`config.mk`:
```
export PLATFORM = sky130hd
export DESIGN_NAME = mdu_ctrl
export DESIGN_NICKNAME = d
export VERILOG_FILES = /design/src/rtl/mdu_pkg.sv /design/src/rtl/mdu_step.sv /design/src/rtl/mdu_ctrl.sv
export SDC_FILE = /design/constraint.sdc
export NUM_CORES = 1
export LEC_CHECK = 0
export CAP_MARGIN = 20
export CELL_PAD_IN_SITES_DETAIL_PLACEMENT = 0
export CELL_PAD_IN_SITES_GLOBAL_PLACEMENT = 1
export CORE_AREA = 2 2 266 163
export DETAILED_ROUTE_END_ITERATION = 8
export DIE_AREA = 0 0 268 165
export HOLD_SLACK_MARGIN = 0.06
export PLACE_DENSITY = 0.75
export SKIP_LAST_GASP = 1
export SLEW_MARGIN = 10
export SYNTH_ARGS = -nofsm -noshare
export SYNTH_HDL_FRONTEND = slang
export SYNTH_SLANG_ARGS = --single-unit
```
`constraint.sdc`:
```
create_clock -name clk_i -period 3.68 [get_ports clk_i]
set_input_delay 0.552 -clock clk_i [delete_from_list [all_inputs] [get_ports clk_i]]
set_output_delay 0.552 -clock clk_i [all_outputs]
set_load 0.01 [all_outputs]
```
`src/rtl/mdu_pkg.sv`:
```
// Shared encodings for the multiply/divide unit: op codes, FSM states, default width.
package mdu_pkg;

  localparam int MDU_DATA_W = 32;

  localparam logic [1:0] MDU_MULT  = 2'b00;
  localparam logic [1:0] MDU_MULTU = 2'b01;
  localparam logic [1:0] MDU_DIV   = 2'b10;
  localparam logic [1:0] MDU_DIVU  = 2'b11;

  typedef enum logic [1:0] {
    S_IDLE = 2'd0,
    S_RUN  = 2'd1,
    S_FIX  = 2'd2
  } mdu_state_e;

endpackage

```
`src/rtl/mdu_step.sv`:
```
// One combinational MDU iteration: LSB-first shift-add (multiply) or MSB-first
// restoring subtract (divide) on {accumulator, operand}.
module mdu_step #(
  parameter int DATA_W = 32
) (
  input  logic                  is_div_i,
  input  logic [2*DATA_W-1:0]   acc_i,
  input  logic [DATA_W-1:0]     opnd_i,
  input  logic [DATA_W-1:0]     b_i,
  output logic [2*DATA_W-1:0]   acc_o,
  output logic [DATA_W-1:0]     opnd_o
);

  logic [DATA_W-1:0] addend;
  logic [DATA_W:0]   sum;
  logic [DATA_W:0]   rem_sh;
  logic [DATA_W-1:0] diff;
  logic              ge;

  always_comb begin
    addend = opnd_i[0] ? b_i : '0;
    sum    = {1'b0, acc_i[2*DATA_W-1:DATA_W]} + {1'b0, addend};
    rem_sh = {acc_i[2*DATA_W-1:DATA_W], opnd_i[DATA_W-1]};
    // Explicit compare so a zero divisor always subtracts (quotient all ones).
    ge     = (rem_sh >= {1'b0, b_i});
    diff   = rem_sh[DATA_W-1:0] - b_i;

    if (is_div_i) begin
      acc_o  = ge ? {diff, acc_i[DATA_W-2:0], 1'b1}
                  : {rem_sh[DATA_W-1:0], acc_i[DATA_W-2:0], 1'b0};
      opnd_o = opnd_i << 1;
    end else begin
      acc_o  = {sum, acc_i[DATA_W-1:1]};
      opnd_o = opnd_i >> 1;
    end
  end

endmodule

```
`src/rtl/mdu_ctrl.sv`:
```
// Iterative MULT/MULTU/DIV/DIVU sequencer owning HI/LO; 33-edge fixed latency.
// Optional MDU_EARLY_TERM_EN: multiplies finish once remaining multiplier bits are zero.
module mdu_ctrl
  import mdu_pkg::*;
#(
  parameter int DATA_W = MDU_DATA_W,
  parameter int CNT_W  = 5
) (
  input  logic              clk_i,
  input  logic              rst_i,
  input  logic              start_i,
  input  logic [1:0]        op_i,
  input  logic [DATA_W-1:0] rs_i,
  input  logic [DATA_W-1:0] rt_i,
  input  logic              hi_we_i,
  input  logic              lo_we_i,
  input  logic [DATA_W-1:0] wdata_i,
  output logic              busy_o,
  output logic              done_o,
  output logic [DATA_W-1:0] hi_o,
  output logic [DATA_W-1:0] lo_o
);

  mdu_state_e          state_q, state_d;
  logic [CNT_W-1:0]    cnt_q, cnt_d;
  logic                is_div_q, is_div_d;
  logic                neg_res_q, neg_res_d;
  logic                neg_rem_q, neg_rem_d;
  logic [2*DATA_W-1:0] acc_q, acc_d;
  logic [DATA_W-1:0]   opnd_q, opnd_d;
  logic [DATA_W-1:0]   b_q, b_d;
  logic [DATA_W-1:0]   hi_q, hi_d;
  logic [DATA_W-1:0]   lo_q, lo_d;
  logic                done_q, done_d;

  logic [2*DATA_W-1:0] step_acc;
  logic [DATA_W-1:0]   step_opnd;
  logic                signed_op, is_div_op;
  logic [DATA_W-1:0]   rs_mag, rt_mag;
  logic [2*DATA_W-1:0] prod_fix;
  logic [DATA_W-1:0]   quo_fix, rem_fix;

  mdu_step #(.DATA_W(DATA_W)) u_step (
    .is_div_i (is_div_q),
    .acc_i    (acc_q),
    .opnd_i   (opnd_q),
    .b_i      (b_q),
    .acc_o    (step_acc),
    .opnd_o   (step_opnd)
  );

  always_comb begin
    signed_op = (op_i == MDU_MULT) || (op_i == MDU_DIV);
    is_div_op = (op_i == MDU_DIV)  || (op_i == MDU_DIVU);
    rs_mag    = (signed_op && rs_i[DATA_W-1]) ? (~rs_i + 1'b1) : rs_i;
    rt_mag    = (signed_op && rt_i[DATA_W-1]) ? (~rt_i + 1'b1) : rt_i;
    prod_fix  = neg_res_q ? (~acc_q + 1'b1) : acc_q;
    quo_fix   = neg_res_q ? (~acc_q[DATA_W-1:0] + 1'b1) : acc_q[DATA_W-1:0];
    rem_fix   = neg_rem_q ? (~acc_q[2*DATA_W-1:DATA_W] + 1'b1)
                          : acc_q[2*DATA_W-1:DATA_W];
  end

  always_comb begin
    state_d   = state_q;
    cnt_d     = cnt_q;
    is_div_d  = is_div_q;
    neg_res_d = neg_res_q;
    neg_rem_d = neg_rem_q;
    acc_d     = acc_q;
    opnd_d    = opnd_q;
    b_d       = b_q;
    hi_d      = hi_q;
    lo_d      = lo_q;
    done_d    = 1'b0;

    case (state_q)
      S_IDLE: begin
        if (hi_we_i) hi_d = wdata_i;
        if (lo_we_i) lo_d = wdata_i;
        if (start_i) begin
          is_div_d  = is_div_op;
          opnd_d    = is_div_op ? rs_mag : rt_mag;
          b_d       = is_div_op ? rt_mag : rs_mag;
          // Zero divisor skips quotient negation; remainder fixup restores rs_i.
          neg_res_d = signed_op && (rs_i[DATA_W-1] ^ rt_i[DATA_W-1]) &&
                      (!is_div_op || (rt_i != '0));
          neg_rem_d = signed_op && is_div_op && rs_i[DATA_W-1];
          acc_d     = '0;
          cnt_d     = CNT_W'(DATA_W - 1);
          state_d   = S_RUN;
        end
      end
      S_RUN: begin
        acc_d  = step_acc;
        opnd_d = step_opnd;
        cnt_d  = cnt_q - 1'b1;
        if (cnt_q == '0) state_d = S_FIX;
`ifdef MDU_EARLY_TERM_EN
        // Remaining zero-bit iterations are pure right shifts; apply them at once.
        if (!is_div_q && (step_opnd == '0)) begin
          acc_d   = step_acc >> cnt_q;
          state_d = S_FIX;
        end
`endif
      end
      S_FIX: begin
        if (is_div_q) begin
          lo_d = quo_fix;
          hi_d = rem_fix;
        end else begin
          hi_d = prod_fix[2*DATA_W-1:DATA_W];
          lo_d = prod_fix[DATA_W-1:0];
        end
        done_d  = 1'b1;
        state_d = S_IDLE;
      end
      default: state_d = S_IDLE;
    endcase
  end

  always_ff @(posedge clk_i or negedge rst_i) begin
    if (!rst_i) begin
      state_q   <= S_IDLE;
      cnt_q     <= '0;
      is_div_q  <= 1'b0;
      neg_res_q <= 1'b0;
      neg_rem_q <= 1'b0;
      acc_q     <= '0;
      opnd_q    <= '0;
      b_q       <= '0;
      hi_q      <= '0;
      lo_q      <= '0;
      done_q    <= 1'b0;
    end else begin
      state_q   <= state_d;
      cnt_q     <= cnt_d;
      is_div_q  <= is_div_d;
      neg_res_q <= neg_res_d;
      neg_rem_q <= neg_rem_d;
      acc_q     <= acc_d;
      opnd_q    <= opnd_d;
      b_q       <= b_d;
      hi_q      <= hi_d;
      lo_q      <= lo_d;
      done_q    <= done_d;
    end
  end

  assign busy_o = (state_q != S_IDLE);
  assign done_o = done_q;
  assign hi_o   = hi_q;
  assign lo_o   = lo_q;

endmodule

```
==> reports/metrics.yaml <==
drv_slew: 0
first_iter_violations: 1727
outcome: "complete, no violations"
antenna_left: 0
cp_max_fo: 4
drtPass1Iterations: 5
p_sw_mw: 10.06
crit_type: "reg2reg"
clock-sinks: 203
htree_levels: 1
leakage_nw: 8.605
tightest_slew_ps: 1005
synthMuxAreaShare: 0.05016
drt_wl_total_um: 60960
final_common_cell: "o21ai_0"
crit_top_cell: "buf_4"
area_growth_pct: 23.24
routedWlPerCell_um: 21.35
synth_xor_area_frac: 0.08434
grt_pass1_wl_um: 93140
final_net_count: 2445
power_frac_comb: 0.663
drv_cap: 0
utilization: 0.4894
synth_ff_type: "dfrtp_1"
die_y_um: 165
ys_async_sr_fraction: 1.000
drc: 0
io_pins: 169
core_um2: 41580
p_per_area_nw_per_um2: 1008
grtUsageTotal: 0.2727
yosys_warnings: 0
io_buffers: 168
p_sw_frac: 0.4906
cts_buffers: 23
n_fill_cell: 4111
syn_inst: 2081
dp_worst_setup_slack_ps: 1.987
grt_pass1_vias: 15495
critPathTopFamily: "compound AO/OA/AOI/OAI gates"
fin_crit_sh: 0.9544
vias: 16684
p_int_mw: 10.45
overflow: 0
worstSkewPairLatency_ps: 530
cpMaxStageDelayCell: "o41ai_2"
stdcell_count: 2855
finalSetupViolations: 0
rsz0062_at_grt: "yes"
placementRows: 58
avgSynthCellArea_um2: 7.935
path_buf_inv: 4
synth_cell_types: 73
fp.dieW_um: 268
hold_path.class: "reg2reg"
initial_core_util: 0.3971
via_per_inst: 5.844
place_congestion: 0.9611
slowest_delay_ps: 430
layout-drive-gt1-share: 0.09059
synthAdderAreaFrac: 0.05547
clockPowerShare: 0.120
slew_headroom: 0.3301
layout_min_cycle_time_ps: 3512
fin_setup_tns_ps: 0
syn_area_um2: 16510
hold_viol_final: 0
layout_common_cells: "o21ai_0 (221), dfrtp_1 (201), nor2_1 (187)"
hpwlAfterDp_um: 47600
grt_max_degree: 92
cts_tree: "done"
synth_top_family_by_area: "compound AO/OA/AOI/OAI gates"
clkTransAtPathRegs_ps: 60
cts.path.max_buffers: 3
numPlacedInstances: 2814
skew_ps: 14.59
synth_fp_nets: 2256
fmax_mhz: 284.7
irDropWorstVdd_uv: 496.1
cp-start-kind: "register"
diodes: 0
seqPwrFrac: 0.217
path_cells: "and2_1, ha_1, inv_1, fa_1, nand2b_1, a21oi_2, o41ai_2, a211oi_2, buf_4, o21ai_0, buf_4, a21oi_1, buf_4, o211a_1, o31a_1, a31oi_1"
cts_root_buffer: "clkbuf_16"
synth_simple_gate_area_frac: 0.1864
fin_ws_ps: 167.6
ys_seq_area_frac: 0.3076
antenna_found_initial: 3
die_area_um2: 44220
synth_compound_area_frac: 0.2688
synth-seq-cells: 203
synth_edf_count: 0
cp.arrival_ps: 3960
end_kind: "register"
required_ps: 4120
## final timing paths
kind                                start         to  slack (ps)  cells after the start
worst max-delay path            opnd_q[0]  acc_q[55]         170                     16
worst min-delay path             lo_o[25]   lo_o[25]         480                      2
worst max register to register  opnd_q[0]  acc_q[55]         170                     16
worst min register to register   lo_o[25]   lo_o[25]         480                      2
max in group asynchronous           rst_i  acc_q[27]        2200                      4
min in group asynchronous           rst_i     done_o         600                      2
## worst reg2reg max path, cell delays in order, from the launching register on
cell	delay [ps]
dfrtp_1	410
and2_1	160
ha_1	230
inv_1	80
fa_1	180
nand2b_1	160
a21oi_2	90
o41ai_2	430
a211oi_2	170
buf_4	170
o21ai_0	260
buf_4	210
a21oi_1	90
buf_4	140
o211a_1	200
o31a_1	300
a31oi_1	160
## synth_stat cells (47+ instances only)
library cell,instances,share of area
a211oi_1,59,0.027
a21oi_1,181,0.055
and2_1,47,0.018
clkbuf_1,115,0.026
dfrtp_1,203,0.31
ha_1,70,0.053
inv_1,65,0.015
mux2i_1,76,0.046
nand2_1,178,0.040
nand3_1,61,0.018
nor2_1,187,0.043
o21ai_0,221,0.067
xnor2_1,77,0.041
xor2_1,82,0.043
## metrics by stage
step	area [um^2]	power [mW]	hold WS, ps
2_1_floorplan	16510	12.64	256.4
3_3_place_gp	19510	17.59	460.6
3_5_place_dp	19510	17.74	469.8
4_1_cts	20300	20.27	487.0
5_1_grt	20350	22.03	496.4
6_report	20350	20.50	477.7
## sequential cells by signal, indices dropped and copies added (netlist names)
signal     count
acc_q         64
b_q           32
cnt_q          5
done_o         1
hi_o          32
is_div_q       1
lo_o          32
neg_rem_q      1
neg_res_q      1
opnd_q        32
state_q        2
## final cells by class
type                            count  area (um^2)  share of cell area
Clock buffer                       28        634.4             0.03117
Clock inverter                     12        146.4            0.007194
Inverter                           66        247.7             0.01217
Multi-Input combinational cell   1674        10750              0.5281
Sequential cell                   203         5085              0.2499
Tap cell                          570        713.2             0.03505
Timing Repair Buffer              302         2776              0.1364
## cells by family (layout without fill, tap and decap cells)
logic type      Yosys count  after routing
xor+xnor                159            159
mux                      82             82
buf+inv                 204            408
fa+ha+maj                72             72
flops                   203            203
simple gates            648            648
compound gates          713            713
## power groups by stage
stage / sequential (mW) / clock [mW] / combinational [mW]
after floorplan: 4.25 / 0 / 8.39
after global placement: 4.44 / 0 / 13.2
after detailed placement: 4.47 / 0 / 13.3
after CTS: 4.43 / 2.50 / 13.3
after global routing: 4.57 / 2.60 / 14.9
final: 4.45 / 2.46 / 13.6
## layer usage
layer	vias up	part of all wire	track usage
li1	7945	-	-
met1	8116	0.51	0.4394
met2	558	0.39	0.3595
met3	61	0.086	0.07067
met4	4	0.013	0.03580
met5	-	0.00044	0
## what timing repair did
| item | 4_1_cts | 5_1_grt |
|---|---|---|
| resized for setup | 0 | 11 |
| hold buffers | 1 | 0 |
| endpoints found under the hold margin | 18 | 0 |
| setup endpoints to repair | 0 | 9 |
| buffers inserted | 0 | 0 |
Power figures use the tool's default switching activity.
